==> src/rtl/axi_mem_arbiter.sv <==
// Round-robin arbiter that turns cache and loader requests into single-beat AXI4
// transactions on one shared master port, with a per-state watchdog.
module axi_mem_arbiter #(
    parameter int unsigned ADDR_W  = 27,
    parameter int unsigned DATA_W  = 128,
    parameter int unsigned TIMEOUT = 1023
) (
    input  logic                  clk,
    input  logic                  rst,
    input  logic                  req0,
    input  logic                  we0,
    input  logic [ADDR_W-1:0]     addr0,
    input  logic [DATA_W-1:0]     wdata0,
    input  logic                  req1,
    input  logic                  we1,
    input  logic [ADDR_W-1:0]     addr1,
    input  logic [DATA_W-1:0]     wdata1,
    output logic                  ack0,
    output logic                  ack1,
    output logic [DATA_W-1:0]     rdata,
    output logic                  err,
    output logic                  busy,
    output logic [ADDR_W-1:0]     M_AXI_AWADDR,
    output logic                  M_AXI_AWVALID,
    input  logic                  M_AXI_AWREADY,
    output logic [7:0]            M_AXI_AWLEN,
    output logic [2:0]            M_AXI_AWSIZE,
    output logic [1:0]            M_AXI_AWBURST,
    output logic                  M_AXI_AWLOCK,
    output logic [3:0]            M_AXI_AWCACHE,
    output logic [2:0]            M_AXI_AWPROT,
    output logic [3:0]            M_AXI_AWQOS,
    output logic [DATA_W-1:0]     M_AXI_WDATA,
    output logic [DATA_W/8-1:0]   M_AXI_WSTRB,
    output logic                  M_AXI_WLAST,
    output logic                  M_AXI_WVALID,
    input  logic                  M_AXI_WREADY,
    input  logic                  M_AXI_BVALID,
    input  logic [1:0]            M_AXI_BRESP,
    output logic                  M_AXI_BREADY,
    output logic [ADDR_W-1:0]     M_AXI_ARADDR,
    output logic                  M_AXI_ARVALID,
    input  logic                  M_AXI_ARREADY,
    output logic [7:0]            M_AXI_ARLEN,
    output logic [2:0]            M_AXI_ARSIZE,
    output logic [1:0]            M_AXI_ARBURST,
    output logic                  M_AXI_ARLOCK,
    output logic [3:0]            M_AXI_ARCACHE,
    output logic [2:0]            M_AXI_ARPROT,
    output logic [3:0]            M_AXI_ARQOS,
    input  logic                  M_AXI_RVALID,
    input  logic [DATA_W-1:0]     M_AXI_RDATA,
    input  logic [1:0]            M_AXI_RRESP,
    input  logic                  M_AXI_RLAST,
    output logic                  M_AXI_RREADY
);

    localparam int unsigned CNT_W = $clog2(TIMEOUT + 1);
    localparam logic [ADDR_W-1:0] ADDR_MASK = ~ADDR_W'(15);

    typedef enum logic [2:0] {StIdle, StRaddr, StRdata, StWrite, StWresp, StDone} state_t;

    state_t              r_state;
    logic                r_last;
    logic                r_port;
    logic [ADDR_W-1:0]   r_addr;
    logic [DATA_W-1:0]   r_wdata;
    logic [DATA_W-1:0]   r_rdata;
    logic                r_err;
    logic                r_ack0;
    logic                r_ack1;
    logic                r_arvalid;
    logic                r_rready;
    logic                r_awvalid;
    logic                r_wvalid;
    logic                r_bready;
    logic                r_aw_sent;
    logic                r_w_sent;
    logic [CNT_W-1:0]    r_cnt;

    logic                w_gnt;
    logic                w_gnt_we;
    logic                w_aw_ok;
    logic                w_w_ok;
    logic                w_wait;
    logic                w_tmo;

    // On a tie, the port that did not win last time gets the grant.
    assign w_gnt    = (req0 & req1) ? ~r_last : req1;
    assign w_gnt_we = w_gnt ? we1 : we0;
    assign w_aw_ok  = r_aw_sent | (r_awvalid & M_AXI_AWREADY);
    assign w_w_ok   = r_w_sent | (r_wvalid & M_AXI_WREADY);
    assign w_wait   = (r_state == StRaddr) | (r_state == StRdata) |
                      (r_state == StWrite) | (r_state == StWresp);
    assign w_tmo    = w_wait & (r_cnt == CNT_W'(TIMEOUT - 1));

    always_ff @(posedge clk or negedge rst) begin
        if (!rst) begin
            r_state   <= StIdle;
            r_last    <= 1'b1;
            r_port    <= 1'b0;
            r_addr    <= '0;
            r_wdata   <= '0;
            r_rdata   <= '0;
            r_err     <= 1'b0;
            r_ack0    <= 1'b0;
            r_ack1    <= 1'b0;
            r_arvalid <= 1'b0;
            r_rready  <= 1'b0;
            r_awvalid <= 1'b0;
            r_wvalid  <= 1'b0;
            r_bready  <= 1'b0;
            r_aw_sent <= 1'b0;
            r_w_sent  <= 1'b0;
            r_cnt     <= '0;
        end else begin
            r_ack0 <= 1'b0;
            r_ack1 <= 1'b0;
            r_cnt  <= r_cnt + 1'b1;
            unique case (r_state)
                StIdle: begin
                    r_cnt <= '0;
                    if (req0 | req1) begin
                        r_port  <= w_gnt;
                        r_last  <= w_gnt;
                        r_addr  <= (w_gnt ? addr1 : addr0) & ADDR_MASK;
                        r_wdata <= w_gnt ? wdata1 : wdata0;
                        if (w_gnt_we) begin
                            r_state   <= StWrite;
                            r_awvalid <= 1'b1;
                            r_wvalid  <= 1'b1;
                            r_aw_sent <= 1'b0;
                            r_w_sent  <= 1'b0;
                        end else begin
                            r_state   <= StRaddr;
                            r_arvalid <= 1'b1;
                        end
                    end
                end
                StRaddr: begin
                    if (M_AXI_ARREADY) begin
                        r_arvalid <= 1'b0;
                        r_rready  <= 1'b1;
                        r_cnt     <= '0;
                        r_state   <= StRdata;
                    end
                end
                StRdata: begin
                    if (M_AXI_RVALID) begin
                        r_rdata  <= M_AXI_RDATA;
                        r_err    <= (M_AXI_RRESP != 2'b00) | ~M_AXI_RLAST;
                        r_rready <= 1'b0;
                        r_ack0   <= ~r_port;
                        r_ack1   <= r_port;
                        r_state  <= StDone;
                    end
                end
                StWrite: begin
                    if (r_awvalid & M_AXI_AWREADY) begin
                        r_awvalid <= 1'b0;
                        r_aw_sent <= 1'b1;
                    end
                    if (r_wvalid & M_AXI_WREADY) begin
                        r_wvalid <= 1'b0;
                        r_w_sent <= 1'b1;
                    end
                    if (w_aw_ok & w_w_ok) begin
                        r_bready <= 1'b1;
                        r_cnt    <= '0;
                        r_state  <= StWresp;
                    end
                end
                StWresp: begin
                    if (M_AXI_BVALID) begin
                        r_err    <= (M_AXI_BRESP != 2'b00);
                        r_bready <= 1'b0;
                        r_ack0   <= ~r_port;
                        r_ack1   <= r_port;
                        r_state  <= StDone;
                    end
                end
                StDone: begin
                    r_err   <= 1'b0;
                    r_cnt   <= '0;
                    r_state <= StIdle;
                end
                default: r_state <= StIdle;
            endcase
            // Watchdog wins over any handshake landing on the same cycle; the slave is
            // presumed broken, so the transaction is abandoned rather than retried.
            if (w_tmo) begin
                r_state   <= StDone;
                r_err     <= 1'b1;
                r_rdata   <= r_rdata;
                r_ack0    <= ~r_port;
                r_ack1    <= r_port;
                r_arvalid <= 1'b0;
                r_rready  <= 1'b0;
                r_awvalid <= 1'b0;
                r_wvalid  <= 1'b0;
                r_bready  <= 1'b0;
            end
        end
    end

    assign ack0  = r_ack0;
    assign ack1  = r_ack1;
    assign rdata = r_rdata;
    assign err   = r_err;
    assign busy  = (r_state != StIdle);

    assign M_AXI_AWADDR  = r_addr;
    assign M_AXI_AWVALID = r_awvalid;
    assign M_AXI_AWLEN   = 8'd0;
    assign M_AXI_AWSIZE  = 3'b100;
    assign M_AXI_AWBURST = 2'b01;
    assign M_AXI_AWLOCK  = 1'b0;
    assign M_AXI_AWCACHE = 4'b0011;
    assign M_AXI_AWPROT  = 3'b000;
    assign M_AXI_AWQOS   = 4'd0;
    assign M_AXI_WDATA   = r_wdata;
    assign M_AXI_WSTRB   = '1;
    assign M_AXI_WLAST   = 1'b1;
    assign M_AXI_WVALID  = r_wvalid;
    assign M_AXI_BREADY  = r_bready;
    assign M_AXI_ARADDR  = r_addr;
    assign M_AXI_ARVALID = r_arvalid;
    assign M_AXI_ARLEN   = 8'd0;
    assign M_AXI_ARSIZE  = 3'b100;
    assign M_AXI_ARBURST = 2'b01;
    assign M_AXI_ARLOCK  = 1'b0;
    assign M_AXI_ARCACHE = 4'b0011;
    assign M_AXI_ARPROT  = 3'b000;
    assign M_AXI_ARQOS   = 4'd0;
    assign M_AXI_RREADY  = r_rready;

endmodule

==> config.mk <==
export PLATFORM = sky130hd
export DESIGN_NAME = axi_mem_arbiter
export DESIGN_NICKNAME = d
export VERILOG_FILES = /design/src/rtl/axi_mem_arbiter.sv
export SDC_FILE = /design/constraint.sdc
export NUM_CORES = 1
export LEC_CHECK = 0
export CAP_MARGIN = 20
export CORE_AREA = 2 2 324 326
export DETAILED_ROUTE_END_ITERATION = 8
export DIE_AREA = 0 0 326 328
export PLACE_DENSITY_LB_ADDON = 0.05
export SYNTH_ARGS = -nofsm -noshare
export SYNTH_HDL_FRONTEND = slang
export SYNTH_SLANG_ARGS = --single-unit
export TNS_END_PERCENT = 1
==> constraint.sdc <==
create_clock -name clk -period 2.2 [get_ports clk]
set_input_delay 0.55 -clock clk [delete_from_list [all_inputs] [get_ports clk]]
set_output_delay 0.55 -clock clk [all_outputs]
set_load 0.1 [all_outputs]
; ---- Word level (Yosys, flattened, before mapping)
; Index checks and enable logic that the tools add are counted.
[totals]
out_inout_bits = 386
in_bits = 454
regBits = 304
[classes]
n_mux = 54
n_eq_ne = 19
bitwise_logic = 16
reduce_logical = 22
n_addsub = 1
[op_table]
columns = cell, n
row1 = two-way mux 128 bit, 1
row2 = two-way mux 1 bit, 31
row3 = one-hot mux 10 bit (3 select lines), 1
row4 = two-way mux 27 bit, 1
row5 = inequality test 3 bit (second input constant), 7
row6 = two-way mux 10 bit, 2
row7 = AND reduction 4 bit, 5
row8 = two-way mux 3 bit, 6
row9 = one-hot mux 1 bit (2 select lines), 9
row10 = one-hot mux 3 bit (5 select lines), 1
row11 = nonzero test 3 bit, 5
row12 = AND reduction 3 bit, 4
row13 = adder 10 x 1 -> 10 bit (second input constant), 1
row14 = equality test 10 bit (second input constant), 1
row15 = OR 1 bit, 7
row16 = equality test 3 x 2 -> 1 bit (second input constant), 2
row17 = equality test 3 bit (second input constant), 2
row18 = inequality test 2 bit (second input constant), 3
row19 = inequality test 3 x 2 -> 1 bit (second input constant), 2
row20 = nonzero test 2 bit, 3
row21 = AND 1 bit, 5
row22 = AND reduction 5 bit, 1
row23 = inverter 1 bit, 4
row24 = nonzero test 4 bit, 1
row25 = 7 further kinds, 7

; ---- Logic depth before layout (Yosys ltp)
; Gate-level depths: netlist of run 1.
[logic_depth]
word_depth = 7
mapped_depth = 8
mapped_depth_nobuf = 7

; ---- Worst setup path after synthesis of run 1
; No wires, ideal clock.
[synth_timing]
path_kind = reg-to-reg
start = reg r_wvalid, in the netlist M_AXI_WVALID
end = reg r_cnt[2]
setup_slack_ns = 0.052
t_arrival_ns = 2.017
path_stages_with_launch = 7
n_path_buf = 1
synth_period_minus_slack_ns = 2.148
path_cell_list = dfrtp_1 -> a21oi_1 -> or2_2 -> o21ai_0 -> a21o_1 -> clkbuf_1 -> nor2_1
[synth_between]
elab_chain_cells = 5
[synth_lines]
columns = element, line_no
row1 = from (decl), 75  ; logic r_wvalid;
row2 = from (signal assigned), 111  ; r_wvalid <= 1'b0;
row3 = from (signal assigned), 131  ; r_wvalid <= 1'b1;
row4 = from (signal assigned), 164  ; r_wvalid <= 1'b0;
row5 = AND 1 bit, 92  ; assign w_w_ok = r_w_sent | (r_wvalid & M_AXI_WREADY);
row6 = OR 1 bit, 92
row7 = AND 1 bit, 167  ; if (w_aw_ok & w_w_ok) begin
row8 = two-way mux 10 bit, 167
row9 = one-hot mux 10 bit (3 select lines), 120  ; unique case (r_state)
row10 = to (signal assigned), 119  ; r_cnt <= r_cnt + 1'b1;
row11 = to (decl), 79  ; logic [CNT_W-1:0] r_cnt;
; No other way between the ends.
; A chain may end at the register's enable or synchronous reset.

; ---- Worst setup path in the final report of run 1
[layout_timing]
start = reg r_state[2]
end = out busy
[layout_between]
elab_chain_cells = 1
[layout_lines]
columns = element, line_no
row1 = from (decl), 63  ; state_t r_state;
row2 = from (signal assigned), 99  ; r_state <= StIdle;
row3 = from (signal assigned), 129  ; r_state <= StWrite;
row4 = from (signal assigned), 135  ; r_state <= StRaddr;
row5 = nonzero test 3 bit, 210  ; assign busy = (r_state != StIdle);
row6 = to (decl), 22  ; output logic busy,
; No other way between the ends.

==> results.cfg, run 1 <==
[clock_network]
clkSinkCount = 304
htree_num_levels = 2
clockRootBuffer = clkbuf_16
cts_tree = done
clk_path_buf_depth = 3
path_clk_slew_ns = 0.05
numCtsBuffers = 46
clk_latency_ns = 0.60

[synthesis]
synth_area_mm2 = 0.0143
postSynth.topFlopCell = dfrtp_1
netlist_top_cells_area = dfrtp_1, mux2_4, mux2i_1
yosys.area.top_type_share_pct = 53.1
synth_seq_cells = 304
synth.distinct_cells = 51
syn_avg_cell_area_um2 = 12.1
synth_largest_area_cell = dfrtp_1
synth.yosys.warnings = 0
fraction_of_registers_with_async_set_reset_pct = 100
number_of_enable_type_register_cells_in_the_synthesized_netlist = 0
number_of_cells_produced_by_synthesis = 1185
seq_area_frac_synth_pct = 53.3

[route]
vias = 11500
drtPass1Iterations = 4
drc_violations = 0
wire_per_inst_um = 19.6
drt-initial-drc-count = 294
route.detailed.vias_per_inst = 3.40
final_antenna_net_count = 0
postRouteWirelength_um = 66700

[worst_hold_path]
hold_start = r_cnt[0]$_DFF_PN0_
whs_path_depth = 1
min-delay-path-class = reg2reg
holdPathEnd = r_cnt[0]$_DFF_PN0_

[cells_and_area]
post_route_cells_drive_above_1_share_pct = 30.6
flow.area_growth_from_synthesis_pct = 71.4
nNetsFinal = 2438
layout.cell_area.non_filler_mm2 = 0.0245
commonest_non_fill_non_tap_cell_in_the_layout = clkdlybuf4s50_1
mostFrequentLayoutCells = clkdlybuf4s50_1, buf_4, dfrtp_1, nand2_1, mux2i_1

[timing]
clock-skew-final_ns = 0.0281
setup_viol = 0
relative_slew_slack_pct = 66.7
finalSetupTns_ns = 0
finalCriticalPeriod_ns = 2.10
timing.hold.ws_ns = 0.474
final_hold_viol_count = 0
rsz_0062_raised_after_global_routing = false
timing.final.crit_share_pct = 95.2
drv_slew = 0
setup_ws_ns = 0.105
max_clock_freq_ghz = 0.477
worst-slew-pin-transition_ns = 0.486

[worst_setup_path]
ff2ff_setup_slack_ns = 0.19
critical_path_arrival_ns = 1.55
crit_chain = nor3_4 -> inv_1 -> buf_12
worstPathBufferInverterCount = 2
crit_fanout = 12
worstSetupStartpointType = flop
crit-reg2reg-capture = r_state[0]$_DFFE_PN0P_
critPathMaxStageDelay_ns = 0.50
worstSetupEndpointType = output pin
timing.critical_path.slowest_stage_cell = dfrtp_2
worst-r2r-cell-count = 9
crit_type = reg2out
r2r-start = r_cnt[0]$_DFF_PN0_
timing.critical_path.required_ns = 1.65
critPathTopFamily = flip-flops

[placed_design]
place.port_buffers = 756
post-dp-hpwl_um = 53100
dp_worst_setup_slack_ns = -0.519
gp_congestion = 0.781
instance_area_at_placement_mm2 = 0.0229

[job]
cap_violations = 0

[grt]
via_count_of_the_first_global_routing_pass = 12200
gr-total-overflow = 0
grt_usage_pct = 12.0
grt_start_max_net_pins = 58
antenna_found_initial = 13
grt_pass1_wl_um = 92500

[die]
die_x_um = 326
design.portCount = 840
initial_core_util_pct = 13.8
floorplan.rows = 118
floorplan.core_area_mm2 = 0.103
die_height_um = 328
floorplan.die_area_mm2 = 0.107

[outcome]
status = finished clean
[cells in the mapped netlist, types with 2 or more instances]
cell / number
nand2_1: 160
a32o_1: 2
inv_1: 7
and3_1: 2
nand2b_1: 2
nor3_2: 2
mux2_4: 118
nand4_1: 2
o21ai_1: 25
ha_1: 2
a21oi_1: 16
nor2b_1: 2
a22o_1: 2
conb_1: 2
xor2_1: 4
dfrtp_1: 303
xnor2_1: 4
o21a_1: 2
mux2_1: 2
buf_6: 14
nor3_1: 4
o22ai_1: 2
o21ai_0: 136
clkbuf_1: 18
mux2i_1: 152
buf_4: 107
nand3_1: 4
buf_2: 31
nor2_1: 28
mux2_2: 9
[how the worst max path moves through the flow]
stage,startpoint,to,slack [ns],cells past startpoint
after floorplan,M_AXI_WVALID$_DFFE_PN0P_,r_cnt[2]$_DFF_PN0_,0.05,6
after global placement,req1,M_AXI_WDATA[45]$_DFFE_PN0P_,-0.48,7
after detailed placement,req1,M_AXI_WDATA[44]$_DFFE_PN0P_,-0.52,7
after CTS,r_state[2]$_DFFE_PN0P_,busy,0.02,3
after global routing,r_state[2]$_DFFE_PN0P_,busy,0.01,3
final,r_state[2]$_DFFE_PN0P_,busy,0.10,3
[cell type report]
class	instances	area, um^2
Sequential cell	304	7610
Tap cell	1380	1730
Antenna cell	6	15.0
Clock buffer	65	1360
Fill cell	11000	78700
Clock inverter	16	201
Timing Repair Buffer	846	7770
Inverter	7	26.3
Multi-Input combinational cell	777	5760
[registers in the layout, indices dropped and copies added (netlist names), 3 cells and up]
signal and cells:
M_AXI_WDATA 128, rdata 128, r_cnt 10, r_state 3, M_AXI_ARADDR 23
[logic make-up (layout without fill, tap and decap cells)]
group / Yosys count / in the layout / synth area share (%)
adder cells (fa/ha/maj): 2 / 2 / 0.175
AND/OR/NAND/NOR: 216 / 216 / 6.37
buffers and inverters: 177 / 934 / 8.47
multiplexers: 281 / 281 / 23.9
XOR/XNOR: 8 / 8 / 0.491
flip-flops: 304 / 304 / 53.3
other: 2 / 81 / 0.0526
AO/OA/AOI/OAI: 195 / 195 / 7.23
[worst reg2reg max path: cells and delay by family (launching register included)]
family	cells	cell delay [ns]
AO/OA/AOI/OAI	2	0.26
adder cells (fa/ha/maj)	1	0.15
buffers and inverters	3	0.50
flip-flops	1	0.40
AND/OR/NAND/NOR	3	0.60
[stage by stage]
step	utilization, %	instances
final	23.7	3401
after global routing	23.7	3398
after CTS	23.7	3395
after detailed placement	22.2	3310
after global placement	22.2	3310
after floorplan	-	1258
[metal layers]
layer | routed length, um | global-route usage (%)
met5 | 120 | 0
met4 | 1270 | 3.55
met3 | 6010 | 4.82
met2 | 35300 | 21.9
met1 | 24000 | 12.6
[timing repair]
| action | CTS | global route |
|---|---|---|
| hold buffers | 1 | 0 |
| hold endpoints to repair | 24 | 0 |
| setup buffers | 3 | 0 |
| gates resized for setup | 3 | 0 |
| setup endpoints to repair | 1 | 0 |
Power of run 1 is left out: the tool's default activity adds up to more than one toggle a clock period on the data nets, which glitch-free logic cannot reach.
==> run 2, diff against run 1 <==
--- a/config.mk
+++ b/config.mk
@@ -6,9 +6,9 @@
 export NUM_CORES = 1
 export LEC_CHECK = 0
 export CAP_MARGIN = 20
-export CORE_AREA = 2 2 324 326
+export CORE_AREA = 10 10 317 319
 export DETAILED_ROUTE_END_ITERATION = 8
-export DIE_AREA = 0 0 326 328
+export DIE_AREA = 0 0 327 329
 export PLACE_DENSITY_LB_ADDON = 0.05
 export SYNTH_ARGS = -nofsm -noshare
 export SYNTH_HDL_FRONTEND = slang
==> constraint.sdc (replaced) <==
create_clock -name clk -period 1.9 [get_ports clk]
set_input_delay 0.475 -clock clk [delete_from_list [all_inputs] [get_ports clk]]
set_output_delay 0.475 -clock clk [all_outputs]
set_load 0.1 [all_outputs]
==> run 2 against run 1 <==
Against the previous run:
- the run now ends with negative setup slack left
- critical path depth up 1
- first-iteration DRC count up 38%
- design area up 16%
- sequential cell count unchanged
- non-clock buffer count up 19
- setup slack worse by 0.22 ns
- wire length up 15%
- global-route usage up 1.6 points
- via count up 1.2%
- sequential share of layout area down 4.3 points
- die area up 0.61%
- register-to-register slack worse by 0.24 ns
- critical endpoint unchanged
==> results.cfg, run 2 (synthesized netlist as in run 1, its figures left out) <==
[timing]
drv_slew = 0
setup_viol = 80
max_clock_freq_ghz = 0.496
finalCriticalPeriod_ns = 2.02
final_hold_viol_count = 0
timing.final.crit_share_pct = 106
setup_ws_ns = -0.116
clock-skew-final_ns = 0.0241
timing.hold.ws_ns = 0.357
rsz_0062_raised_after_global_routing = true

[cells_and_area]
post_route_insts_no_fill = 3308
fill_cells = 9612
mostFrequentLayoutCells = clkdlybuf4s50_1, buf_12, dfrtp_1, nand2_1, mux2i_1
post-route-util_pct = 30.1
total_area_of_multi_input_combinational_cells_mm2 = 0.00577
post_route_cells_drive_above_1_share_pct = 31.1
seqCellArea_mm2 = 0.00761
commonest_non_fill_non_tap_cell_in_the_layout = clkdlybuf4s50_1
flow.area_growth_from_synthesis_pct = 99.0
layout.cell_area.non_filler_mm2 = 0.0284
nNetsFinal = 2456

[placed_design]
post-dp-hpwl_um = 63400
place.port_buffers = 756
gp_congestion = 0.780
instance_area_at_placement_mm2 = 0.0268
dpl.cell_count = 3213

[job]
cap_violations = 0

[die]
die_height_um = 329
design.portCount = 840
initial_core_util_pct = 15.1
die_x_um = 327
floorplan.die_area_mm2 = 0.108
floorplan.rows = 113
floorplan.core_area_mm2 = 0.0943

[clock_network]
clk_path_buf_depth = 3
clockRootBuffer = clkbuf_16
clk_latency_ns = 0.59
htree_num_levels = 2
path_clk_slew_ns = 0.05
clkSinkCount = 304
cts_tree = done
numCtsBuffers = 45

[route]
postRouteWirelength_um = 76600
drtPass1Iterations = 5
route.detailed.vias_per_inst = 3.53
drt-initial-drc-count = 407
wire_per_inst_um = 23.2
drc_violations = 0
final_antenna_net_count = 0
vias = 11700

[worst_setup_path]
worstSetupEndpointType = output pin
crit_fanout = 2
worstSetupStartpointType = flop
critical_path_arrival_ns = 1.54
crit_type = reg2out
timing.critical_path.required_ns = 1.42

[outcome]
status = finished with violations
violations = negative setup slack

[worst_hold_path]
min-delay-path-class = in2async

[grt]
grt_start_max_net_pins = 52
antenna_found_initial = 16
gr-total-overflow = 0
via_count_of_the_first_global_routing_pass = 13000
grt_usage_pct = 13.6
grt_pass1_wl_um = 105000
[run 2: cell types whose count changed in the layout (fill, tap and decap cells not counted), sizes merged]
cell / change
clkinv: -3
clkinvlp: -1
buf: +19
inv: +1
diode: +3
clkbuf: +3
[run 2: worst max-delay path, stage by stage, from the launching register on]
cell and delay (ns):
dfrtp_1 0.38, buf_6 0.13, nor3_4 0.21, inv_2 0.08, buf_12 0.17
[run 2: worst paths after layout]
path	startpoint	end	cells after the start	slack (ns)
worst max-delay path	r_state[0]$_DFFE_PN0P_	busy	4	-0.12
worst min-delay path	rst	M_AXI_ARADDR[17]$_DFFE_PN0P_	2	0.36
worst max register to register	r_cnt[0]$_DFF_PN0_	rdata[110]$_DFFE_PN0P_	9	-0.05
worst min register to register	r_port$_DFFE_PN0P_	ack0$_DFF_PN0_	1	0.48
max in group asynchronous	rst	rdata[112]$_DFFE_PN0P_	4	0.82
min in group clk	r_port$_DFFE_PN0P_	ack0$_DFF_PN0_	1	0.48
[run 2: cell type report]
class	count	share of cell area, %
Multi-Input combinational cell	777	20.3
Clock inverter	13	0.661
Antenna cell	9	0.0793
Timing Repair Buffer	865	41.8
Sequential cell	304	26.8
Tap cell	1265	5.57
Inverter	7	0.0925
Clock buffer	68	4.65
[run 2: per-layer routing]
layer | part of all wire (%) | GRT usage, % | vias up
met1 | 36 | 14.2 | 5561
met3 | 8.4 | 5.34 | 92
met4 | 2.6 | 4.02 | 14
met2 | 53 | 24.9 | 478
li1 | - | - | 5546
met5 | 0.12 | 0 | -
[run 2: repair_timing]
action	in CTS	in global routing
setup endpoints to repair	120	129
buffers inserted	4	0
hold buffers	1	0
gates cloned	0	0
gates resized for setup	4	5
endpoints found under the hold margin	17	0
pin swaps	1	0
[run 2: per-stage QoR]
step / setup WS, ns / TNS, ns
final: -0.116 / -1.63
after global routing: -0.219 / -13.67
after CTS: -0.200 / -5.21
after detailed placement: -0.647 / -78.62
after global placement: -0.599 / -72.95
after floorplan: 0.0475 / 0
Power of run 2 is left out for the same reason.
